### src/rtl/axi_stream_pkg.sv
// rtl/axi_stream_pkg.sv - shared beat-record layout helpers and byte popcount
package axi_stream_pkg;

  localparam int default_byte_width = 4;
  localparam int max_bytes          = 64;

  // FIFO entry layout, LSB first: tdata, tkeep, tstrb, tlast.
  function automatic int beat_rec_width(input int byte_width);
    return 8 * byte_width + 2 * byte_width + 1;
  endfunction

  function automatic int beat_keep_lsb(input int byte_width);
    return 8 * byte_width;
  endfunction

  function automatic int beat_strb_lsb(input int byte_width);
    return 9 * byte_width;
  endfunction

  function automatic int beat_last_bit(input int byte_width);
    return 10 * byte_width;
  endfunction

  function automatic int unsigned popcount(input logic [max_bytes-1:0] v);
    int unsigned n;
    n = 0;
    for (int i = 0; i < max_bytes; i++) begin
      n += {31'd0, v[i]};
    end
    return n;
  endfunction

endpackage

### src/rtl/axi_stream_slave_fifo_if.sv
// rtl/axi_stream_slave_fifo_if.sv - AXI4-Stream master-to-slave beat channel
interface axi_stream_slave_fifo_if #(
  parameter int byte_width = 4
);
  logic                    tvalid;
  logic                    tready;
  logic [8*byte_width-1:0] tdata;
  logic [byte_width-1:0]   tstrb;
  logic [byte_width-1:0]   tkeep;
  logic                    tlast;

  modport master (output tvalid, tdata, tstrb, tkeep, tlast, input tready);
  modport slave  (input tvalid, tdata, tstrb, tkeep, tlast, output tready);
endinterface

### src/rtl/sync_fifo.sv
// rtl/sync_fifo.sv - synchronous FIFO with extra-MSB pointers and occupancy output
module sync_fifo #(
  parameter int width      = 8,
  parameter int depth_log2 = 4
) (
  input  logic                clk,
  input  logic                reset,
  input  logic                push,
  input  logic [width-1:0]    push_data,
  input  logic                pop,
  output logic [width-1:0]    pop_data,
  output logic                full,
  output logic                empty,
  output logic [depth_log2:0] fill
);
  localparam int depth = 1 << depth_log2;
  localparam logic [depth_log2:0] ptr_one = (depth_log2 + 1)'(1);

  logic [width-1:0]    mem [depth];
  logic [depth_log2:0] wr_ptr;
  logic [depth_log2:0] rd_ptr;
  logic                do_push;
  logic                do_pop;

  assign empty    = (wr_ptr == rd_ptr);
  assign full     = (wr_ptr[depth_log2] != rd_ptr[depth_log2]) &&
                    (wr_ptr[depth_log2-1:0] == rd_ptr[depth_log2-1:0]);
  assign fill     = wr_ptr - rd_ptr;
  assign do_push  = push && !full;
  assign do_pop   = pop && !empty;
  assign pop_data = mem[rd_ptr[depth_log2-1:0]];

  always_ff @(posedge clk) begin
    if (do_push) begin
      mem[wr_ptr[depth_log2-1:0]] <= push_data;
    end
  end

  always_ff @(posedge clk or posedge reset) begin
    if (reset) begin
      wr_ptr <= '0;
      rd_ptr <= '0;
    end else begin
      if (do_push) wr_ptr <= wr_ptr + ptr_one;
      if (do_pop)  rd_ptr <= rd_ptr + ptr_one;
    end
  end

endmodule

### src/rtl/axi_stream_slave_fifo.sv
// rtl/axi_stream_slave_fifo.sv - AXI4-Stream sink: FIFO buffering, traffic counters, protocol checks
module axi_stream_slave_fifo
  import axi_stream_pkg::*;
#(
  parameter int byte_width  = default_byte_width,
  parameter int depth_log2  = 4,
  parameter int count_width = 32
) (
  input  logic                      clk,
  input  logic                      reset,
  axi_stream_slave_fifo_if.slave    s,
  output logic                      rd_valid,
  input  logic                      rd_ready,
  output logic [8*byte_width-1:0]   rd_data,
  output logic [byte_width-1:0]     rd_keep,
  output logic [byte_width-1:0]     rd_strb,
  output logic                      rd_last,
  output logic [depth_log2:0]       fill,
  output logic [count_width-1:0]    beat_count,
  output logic [count_width-1:0]    byte_count,
  output logic [15:0]               packet_count,
  output logic                      err_strb,
  output logic                      err_stable
);
  localparam int rec_w    = beat_rec_width(byte_width);
  localparam int keep_lsb = beat_keep_lsb(byte_width);
  localparam int strb_lsb = beat_strb_lsb(byte_width);
  localparam int last_bit = beat_last_bit(byte_width);
  localparam logic [depth_log2:0] almost_full = (depth_log2 + 1)'((1 << depth_log2) - 1);

  logic             tready_q;
  logic             tready_d;
  logic             accept;
  logic             push;
  logic             pop;
  logic             full;
  logic             empty;
  logic [rec_w-1:0] push_rec;
  logic [rec_w-1:0] head_rec;
  logic             armed_q;
  logic             prev_valid;
  logic             prev_ready;
  logic [rec_w-1:0] prev_rec;
  logic             strb_bad;
  logic             stable_bad;

  assign s.tready = tready_q;
  assign accept   = s.tvalid && tready_q;
  // Empty non-last beats carry nothing worth keeping; empty last beats still mark the boundary.
  assign push     = accept && ((s.tkeep != '0) || s.tlast);
  assign pop      = rd_valid && rd_ready;
  assign push_rec = {s.tlast, s.tstrb, s.tkeep, s.tdata};

  assign rd_valid = !empty;
  assign rd_data  = head_rec[8*byte_width-1:0];
  assign rd_keep  = head_rec[keep_lsb +: byte_width];
  assign rd_strb  = head_rec[strb_lsb +: byte_width];
  assign rd_last  = head_rec[last_bit];

  // Ready for next cycle looks at post-edge occupancy so a full FIFO never sees an extra push.
  assign tready_d = pop || !(full || (push && (fill == almost_full)));

  assign strb_bad   = s.tvalid && ((s.tstrb & ~s.tkeep) != '0);
  assign stable_bad = armed_q && prev_valid && !prev_ready &&
                      (!s.tvalid || (push_rec != prev_rec));

  sync_fifo #(
    .width      (rec_w),
    .depth_log2 (depth_log2)
  ) u_fifo (
    .clk       (clk),
    .reset     (reset),
    .push      (push),
    .push_data (push_rec),
    .pop       (pop),
    .pop_data  (head_rec),
    .full      (full),
    .empty     (empty),
    .fill      (fill)
  );

  always_ff @(posedge clk or posedge reset) begin
    if (reset) begin
      tready_q     <= 1'b0;
      armed_q      <= 1'b0;
      prev_valid   <= 1'b0;
      prev_ready   <= 1'b0;
      prev_rec     <= '0;
      beat_count   <= '0;
      byte_count   <= '0;
      packet_count <= '0;
      err_strb     <= 1'b0;
      err_stable   <= 1'b0;
    end else begin
      tready_q   <= tready_d;
      armed_q    <= 1'b1;
      prev_valid <= s.tvalid;
      prev_ready <= tready_q;
      prev_rec   <= push_rec;
      if (accept) begin
        beat_count   <= beat_count + count_width'(1);
        byte_count   <= byte_count + count_width'(popcount(max_bytes'(s.tkeep)));
        packet_count <= packet_count + 16'(s.tlast);
      end
      if (strb_bad)   err_strb   <= 1'b1;
      if (stable_bad) err_stable <= 1'b1;
    end
  end

endmodule

### src/flat_wrapper.sv
// flat-port wrapper written by rule: the top's interface ports become plain ports
module axi_stream_slave_fifo_flat import axi_stream_pkg::*;
#(
  parameter int byte_width  = default_byte_width,
  parameter int depth_log2  = 4,
  parameter int count_width = 32
)
  (clk, reset, rd_valid, rd_ready, rd_data, rd_keep, rd_strb, rd_last, fill, beat_count, byte_count, packet_count, err_strb, err_stable, s_tvalid, s_tdata, s_tstrb, s_tkeep, s_tlast, s_tready);
  axi_stream_slave_fifo_if #(.byte_width(byte_width)) s_i ();
  input  logic clk;
  input  logic reset;
  output logic rd_valid;
  input  logic rd_ready;
  output logic [8*byte_width-1:0] rd_data;
  output logic [byte_width-1:0] rd_keep;
  output logic [byte_width-1:0] rd_strb;
  output logic rd_last;
  output logic [depth_log2:0] fill;
  output logic [count_width-1:0] beat_count;
  output logic [count_width-1:0] byte_count;
  output logic [15:0] packet_count;
  output logic err_strb;
  output logic err_stable;
  input wire logic [$bits(s_i.tvalid)-1:0] s_tvalid;
  input wire logic [$bits(s_i.tdata)-1:0] s_tdata;
  input wire logic [$bits(s_i.tstrb)-1:0] s_tstrb;
  input wire logic [$bits(s_i.tkeep)-1:0] s_tkeep;
  input wire logic [$bits(s_i.tlast)-1:0] s_tlast;
  output wire logic [$bits(s_i.tready)-1:0] s_tready;
  assign s_i.tvalid = s_tvalid;
  assign s_i.tdata = s_tdata;
  assign s_i.tstrb = s_tstrb;
  assign s_i.tkeep = s_tkeep;
  assign s_i.tlast = s_tlast;
  assign s_tready = s_i.tready;
  axi_stream_slave_fifo #(.byte_width(byte_width), .depth_log2(depth_log2), .count_width(count_width)) u_core (.clk(clk), .reset(reset), .s(s_i), .rd_valid(rd_valid), .rd_ready(rd_ready), .rd_data(rd_data), .rd_keep(rd_keep), .rd_strb(rd_strb), .rd_last(rd_last), .fill(fill), .beat_count(beat_count), .byte_count(byte_count), .packet_count(packet_count), .err_strb(err_strb), .err_stable(err_stable));
endmodule
### config.mk
export PLATFORM = sky130hd
export DESIGN_NAME = axi_stream_slave_fifo_flat
export DESIGN_NICKNAME = d
export VERILOG_FILES = /design/src/rtl/axi_stream_pkg.sv /design/src/rtl/axi_stream_slave_fifo_if.sv /design/src/rtl/sync_fifo.sv /design/src/rtl/axi_stream_slave_fifo.sv /design/src/flat_wrapper.sv
export SDC_FILE = /design/constraint.sdc
export NUM_CORES = 1
export LEC_CHECK = 0
export BUFFER_PORTS_ARGS = -buffer_cell sky130_fd_sc_hd__buf_2
export CORE_ASPECT_RATIO = 1.5
export CORE_MARGIN = 2
export CORE_UTILIZATION = 50
export DETAILED_ROUTE_END_ITERATION = 8
export PLACE_DENSITY = 0.68
export SLEW_MARGIN = 10
export SYNTH_ARGS = -nofsm -noshare
export SYNTH_HDL_FRONTEND = slang
export SYNTH_SLANG_ARGS = --single-unit
### constraint.sdc
create_clock -name clk -period 5.22 [get_ports clk]
set_input_delay 0.783 -clock clk [delete_from_list [all_inputs] [get_ports clk]]
set_output_delay 0.783 -clock clk [all_outputs]
set_load 0.03 [all_outputs]
==> results of run 1 <==
## sequential cells by signal, summed over array words and instances (netlist names)
signal,count
u_core.err_strb,1
u_core.u_fifo.rd_ptr,5
u_core.prev_ready,1
u_core.beat_count,32
u_core.prev_rec,41
u_core.err_stable,1
u_core.packet_count,16
u_core.armed_q,1
u_core.byte_count,32
u_core.prev_valid,1
u_core.s.tready,1
u_core.u_fifo.wr_ptr,5
u_core.u_fifo.mem,656
## area by class of cell
type | count | share of cell area, %
Sequential cell | 793 | 65.9
Multi-Input combinational cell | 567 | 21.1
Clock buffer | 110 | 5.91
Timing Repair Buffer | 211 | 3.48
Tap cell | 791 | 2.82
Clock inverter | 20 | 0.485
Inverter | 23 | 0.264
Antenna cell | 1 | 0.00713
## Yosys cell counts (2+ instances only)
| master | instances |
|---|---|
| buf_12 | 2 |
| xnor2_1 | 78 |
| a21o_1 | 3 |
| and3_1 | 14 |
| nor3_1 | 12 |
| dfrtp_1 | 137 |
| nand3_1 | 20 |
| ha_1 | 18 |
| a31oi_1 | 2 |
| buf_1 | 9 |
| nand2b_1 | 3 |
| buf_6 | 15 |
| inv_1 | 22 |
| nand2_1 | 55 |
| a21oi_1 | 4 |
| edfxtp_1 | 656 |
| and2_1 | 4 |
| mux4_2 | 165 |
| fa_1 | 3 |
| and4_1 | 8 |
| mux4_1 | 40 |
| xor2_1 | 50 |
| nand4_1 | 28 |
| clkbuf_1 | 22 |
| nor2_1 | 37 |
| a22oi_1 | 2 |
| buf_2 | 4 |
| nor4_1 | 7 |
| o21ai_0 | 4 |
## power groups by stage
stage	Sequential, mW	Clock [mW]	Combinational, mW
after floorplan	7.98	0	4.19
after global placement	7.89	0	5.85
after detailed placement	7.93	0	5.90
after CTS	7.80	5.17	5.91
final	7.80	5.06	5.78
after global routing	7.85	5.40	6.17
## worst paths after layout
path | startpoint | endpoint | slack [ns] | cells after the start
worst max-delay path | u_core.u_fifo.rd_ptr[0] | rd_strb[2] | 1.14 | 4
worst min-delay path | reset | u_core.byte_count[18] | 0.23 | 2
worst max register to register | u_core.u_fifo.wr_ptr[2] | u_core.u_fifo.mem[11][7] | 1.52 | 6
worst min register to register | u_core.byte_count[31] | u_core.byte_count[31] | 0.47 | 1
max in group asynchronous | reset | u_core.u_fifo.rd_ptr[3] | 3.96 | 3
min in group clk | s_tvalid | u_core.prev_valid | 0.40 | 1
## metrics by stage
step,utilization [%],instance area (um^2),power (mW),worst slack (ns)
after floorplan,-,30900,12.2,0.710
after global placement,53.8,32900,13.7,1.32
after detailed placement,53.8,32900,13.8,1.23
after CTS,57.5,35100,18.9,1.00
after global routing,57.5,35100,19.4,0.957
final,57.5,35100,18.6,1.14
## metal layers
layer  vias up  track usage, %  share of wire (%)
met5         -               0              0.017
met4         2            7.49                3.0
met3       105            3.86                6.0
met2       462            35.0                 51
met1      7715            28.0                 40
li1       6297               -                  -
## cells by family after synthesis
| logic type | count (synthesis) | share of synthesized area, % |
|---|---|---|
| flops | 793 | 75.0 |
| mux | 205 | 15.5 |
| simple gates | 193 | 3.19 |
| xor+xnor | 128 | 3.63 |
| buf+inv | 75 | 1.40 |
| fa+ha+maj | 21 | 0.925 |
| compound gates | 19 | 0.422 |
| other cells | 1 | 0.0122 |
==> flow_metrics.env, run 1 <==
export IMPL_grt_start_max_net_pins=167
export IMPL_ys_flop_type="edfxtp_1"
export IMPL_cts_buffers=70
export IMPL_dp_hpwl_mm=38.4
export IMPL_finalCritPeriodShare_pct=78.2
export IMPL_yosys_top_cells_area="edfxtp_1 (64%), mux4_2 (12%), dfrtp_1 (11%)"
export IMPL_p_per_area_nw_per_um2=531
export IMPL_min_path_type="in -> async"
export IMPL_synth_area_per_cell_um2=21.5
export IMPL_crit_buf_inv=2
export IMPL_drive_above_1_share_pct=29.0
export IMPL_finalHoldViolCount=0
export IMPL_synth_area_um2=30800
export IMPL_required_ns=4.44
export IMPL_hold_ws_ns=0.234
export IMPL_coreArea_um2=61100
export IMPL_drv_slew=0
export IMPL_synthArstFlopShare_pct=17.3
export IMPL_critPathMaxStageDelay_ns=0.77
export IMPL_yosysSeqAreaShare_pct=75.0
export IMPL_worstPathMaxFanout=53
export IMPL_critPathKind="reg -> out"
export IMPL_final_cell_mix="edfxtp_1 (656), buf_2 (174), mux4_2 (165)"
export IMPL_synthCells=1435
export IMPL_end_kind="primary output"
export IMPL_die_w_um=207
export IMPL_drc=0
export IMPL_crit_path_top_delay_cell="buf_4"
export IMPL_clockBufferDepth=3
export IMPL_layout_area_seq_um2=23100
export IMPL_instances_no_fill=2516
export IMPL_cts_sinks=793
export IMPL_post_cts_buffers=0
export IMPL_via_per_inst=5.80
export IMPL_leakage_nw=12.3
export IMPL_n_fill_cell=4534
export IMPL_switching_share_pct=31.6
export IMPL_start_kind="flop"
export IMPL_ys_ff_latch=793
export IMPL_io_pins=175
export IMPL_grt_pass1_wl_mm=97.8
export IMPL_wirelength_mm=64.1
export IMPL_rows=111
export IMPL_clock_fmax_ghz=0.245
export IMPL_ant_nets=0
export IMPL_maxCapViolations=0
export IMPL_grt_overflow_total=0
export IMPL_cts_clk_slew_worst_paths_ns=0.06
export IMPL_setup_tns_ns=0
export IMPL_synth_cell_types=40
export IMPL_start_util_pct=50.5
export IMPL_wl_per_cell_um=25.5
export IMPL_cts_hold_buf=0
export IMPL_p_int_mw=12.7
export IMPL_cts_root_buf="clkbuf_16"
export IMPL_p_seq_share_pct=41.8
export IMPL_yosysTopAreaCell="edfxtp_1"
export IMPL_die_h_um=308
export IMPL_die_area_um2=63700
export IMPL_yosys_warnings=0
export IMPL_io_buffers=174
export IMPL_yosysTopAreaCellShare_pct=63.9
export IMPL_insertion_delay_ns=0.61
export IMPL_synth_edff_count=656
export IMPL_cts_resized=0
export IMPL_path_cells="buf_4, mux4_1, mux4_2, buf_2"
export IMPL_cts_tree="yes"
export IMPL_place_gp_congestion=0.738
export IMPL_grt_antenna_before_repair=3
export IMPL_power_frac_comb_pct=31.0
export IMPL_grt_use_total_pct=21.0
export IMPL_final_common_cell="edfxtp_1"
export IMPL_tightest_slew_ns=1.03
export IMPL_clockPowerShare_pct=27.2
export IMPL_status="finished clean"
export IMPL_switchingPower_mw=5.89
export IMPL_nNetsFinal=1732
export IMPL_first_pass_iters=5
export IMPL_dp_cells=2385
export IMPL_area_growth_pct=13.8
export IMPL_ir_drop_uv=471
export IMPL_rsz0062_at_grt="no"
export IMPL_slew_headroom_pct=31.6
export IMPL_grt_pass1_vias=15552
export IMPL_vias=14581
export IMPL_skew_ns=0.0132
export IMPL_drtIter0Drc=1015
export IMPL_setup_violations=0
export IMPL_fin_crit_ns=4.08
export IMPL_cts_htree_levels=3
export IMPL_synth_fp_nets=1501
export IMPL_multi_input_area_um2=7430
export IMPL_worst_ep_arrival_time_ns=3.30
export IMPL_critPathTopFamily="multiplexers"
Power figures use the tool's default switching activity.
==> run 2, diff against run 1 <==
==> constraint.sdc (replaced) <==
create_clock -name clk -period 3.6 [get_ports clk]
set_input_delay 0.54 -clock clk [delete_from_list [all_inputs] [get_ports clk]]
set_output_delay 0.54 -clock clk [all_outputs]
set_load 0.03 [all_outputs]
==> flow_metrics.env, run 2 (synthesized netlist as in run 1, its figures left out) <==
export IMPL_status="finished clean"
export IMPL_finalCritPeriodShare_pct=97.3
export IMPL_slew_headroom_pct=26.5
export IMPL_rows=111
export IMPL_wirelength_mm=67.3
export IMPL_drc=0
export IMPL_grt_pass1_wl_mm=100
export IMPL_final_common_cell="edfxtp_1"
export IMPL_wl_per_cell_um=26.6
export IMPL_cts_htree_levels=3
export IMPL_fin_crit_ns=3.50
export IMPL_place_gp_congestion=0.794
export IMPL_die_h_um=308
export IMPL_ir_drop_uv=607
export IMPL_reg2reg_slack_ns=0.57
export IMPL_maxCapViolations=0
export IMPL_critPathKind="reg -> out"
export IMPL_cts_clk_slew_worst_paths_ns=0.07
export IMPL_leakage_nw=12.5
export IMPL_grt_start_max_net_pins=111
export IMPL_start_kind="flop"
export IMPL_min_delay_start="s_tvalid"
export IMPL_dp_hpwl_mm=36.7
export IMPL_dp_cells=2394
export IMPL_p_total_mw=27.7
export IMPL_p_per_area_nw_per_um2=779
export IMPL_first_pass_iters=5
export IMPL_instances_no_fill=2531
export IMPL_finalHoldViolCount=0
export IMPL_cts_root_buf="clkbuf_16"
export IMPL_required_ns=3.06
export IMPL_die_w_um=207
export IMPL_io_buffers=174
export IMPL_largest_reg_flops=656
export IMPL_holdPathEnd="u_core.prev_valid"
export IMPL_die_area_um2=63700
export IMPL_start_util_pct=50.5
export IMPL_cts_sinks=793
export IMPL_grt_use_total_pct=21.7
export IMPL_setup_violations=0
export IMPL_min_path_type="in -> reg"
export IMPL_final_cell_mix="edfxtp_1 (656), buf_2 (174), mux4_2 (165)"
export IMPL_grt_overflow_total=0
export IMPL_crit_buf_inv=3
export IMPL_area_growth_pct=15.1
export IMPL_reg2reg_from="u_core.u_fifo.wr_ptr[3]"
export IMPL_vias=14815
export IMPL_drtIter0Drc=1114
export IMPL_grt_pass1_vias=16030
export IMPL_critPathTopFamily="multiplexers"
export IMPL_worstRegToRegCells=6
export IMPL_rr_endpoint="u_core.u_fifo.mem[12][29]"
export IMPL_insertion_delay_ns=0.60
export IMPL_worstPathMaxFanout=24
export IMPL_critPathMaxStageDelay_ns=0.55
export IMPL_coreArea_um2=61100
export IMPL_cts_buffers=72
export IMPL_worst_path_most_repeated_cell="mux4_2"
export IMPL_skew_ns=0.0163
export IMPL_worst_ep_arrival_time_ns=2.96
export IMPL_clockBufferDepth=3
export IMPL_clock_fmax_ghz=0.286
export IMPL_rsz0062_at_grt="no"
export IMPL_post_route_util_pct=58.1
export IMPL_ant_nets=0
export IMPL_grt_antenna_before_repair=3
export IMPL_io_pins=175
export IMPL_via_per_inst=5.85
export IMPL_path_cells="buf_16, buf_12, mux4_2, mux4_2, buf_2"
export IMPL_tightest_slew_ns=1.10
export IMPL_end_kind="primary output"
export IMPL_drive_above_1_share_pct=29.7
export IMPL_cts_tree="yes"
export IMPL_hold_ws_ns=0.201
export IMPL_drv_slew=0
export IMPL_crit_path_top_delay_cell="dfrtp_4"
export IMPL_nNetsFinal=1746
export IMPL_min_delay_path_depth=1
## run 2: changes by cell type in the layout (fill, tap and decap cells not counted), sizes merged
cell | before | now
clkinv | 11 | 20
bufbuf | 0 | 1
bufinv | 2 | 6
buf | 211 | 220
clkinvlp | 4 | 5
dlygate4sd3 | 0 | 1
clkbuf | 110 | 100
## run 2: what timing repair did
action                                  4_1_cts  5_1_grt
buffers inserted                              0        0
cloned                                        1        1
endpoints found under the setup margin        2        5
pin swaps                                     0        0
endpoints found under the hold margin        22        0
hold buffers                                  1        0
gates resized for setup                       1        2
## run 2: layout make-up
cell class	instances	area, um^2
Fill cell	4428	25600
Sequential cell	793	23100
Multi-Input combinational cell	567	7430
Clock buffer	99	2000
Timing Repair Buffer	223	1470
Tap cell	791	990
Clock inverter	34	378
Inverter	23	91.3
Antenna cell	1	2.50
## run 2: worst max path at each step
stage	startpoint	endpoint	slack, ns	cells past startpoint
final	u_core.u_fifo.rd_ptr[0]	rd_strb[3]	0.1	5
after global placement	s_tkeep[0]	u_core.byte_count[28]	0.40	13
after floorplan	u_core.u_fifo.rd_ptr[2]	u_core.u_fifo.mem[11][0]	-0.02	8
after CTS	u_core.u_fifo.rd_ptr[0]	rd_data[24]	0.004	5
after detailed placement	s_tkeep[0]	u_core.byte_count[28]	0.35	13
after global routing	u_core.u_fifo.rd_ptr[0]	rd_data[15]	0.01	4
## run 2: worst reg2reg max path, cell delays in order (launching register included)
cell      delay [ns]
dfrtp_1         0.69
ha_1            0.37
and4_1          0.24
a211oi_4        0.40
nand2_1         0.33
nor2_4          0.20
buf_4           0.43
## run 2: layer usage
layer	vias to the layer above	track usage (%)	share of wire, %
met4	2	7.11	2.7
met5	-	0	0.019
met1	7866	27.6	39
met2	523	37.5	52
met3	118	4.50	6.6
li1	6306	-	-
## run 2: through the flow
step	worst slack [ns]	setup TNS [ns]	cell area [um^2]
finish	0.0974	0	35500
global route	0.00972	0	35500
CTS	0.00350	0	35500
detailed placement	0.354	0	33000
global placement	0.404	0	33000
floorplan	-0.0207	-1.70	30900
## run 2: where the power goes
part           internal, mW  total [mW]  switching, mW
logic                  3.61        8.67           5.06
registers              10.9        11.3          0.388
clock network          4.37        7.68           3.31
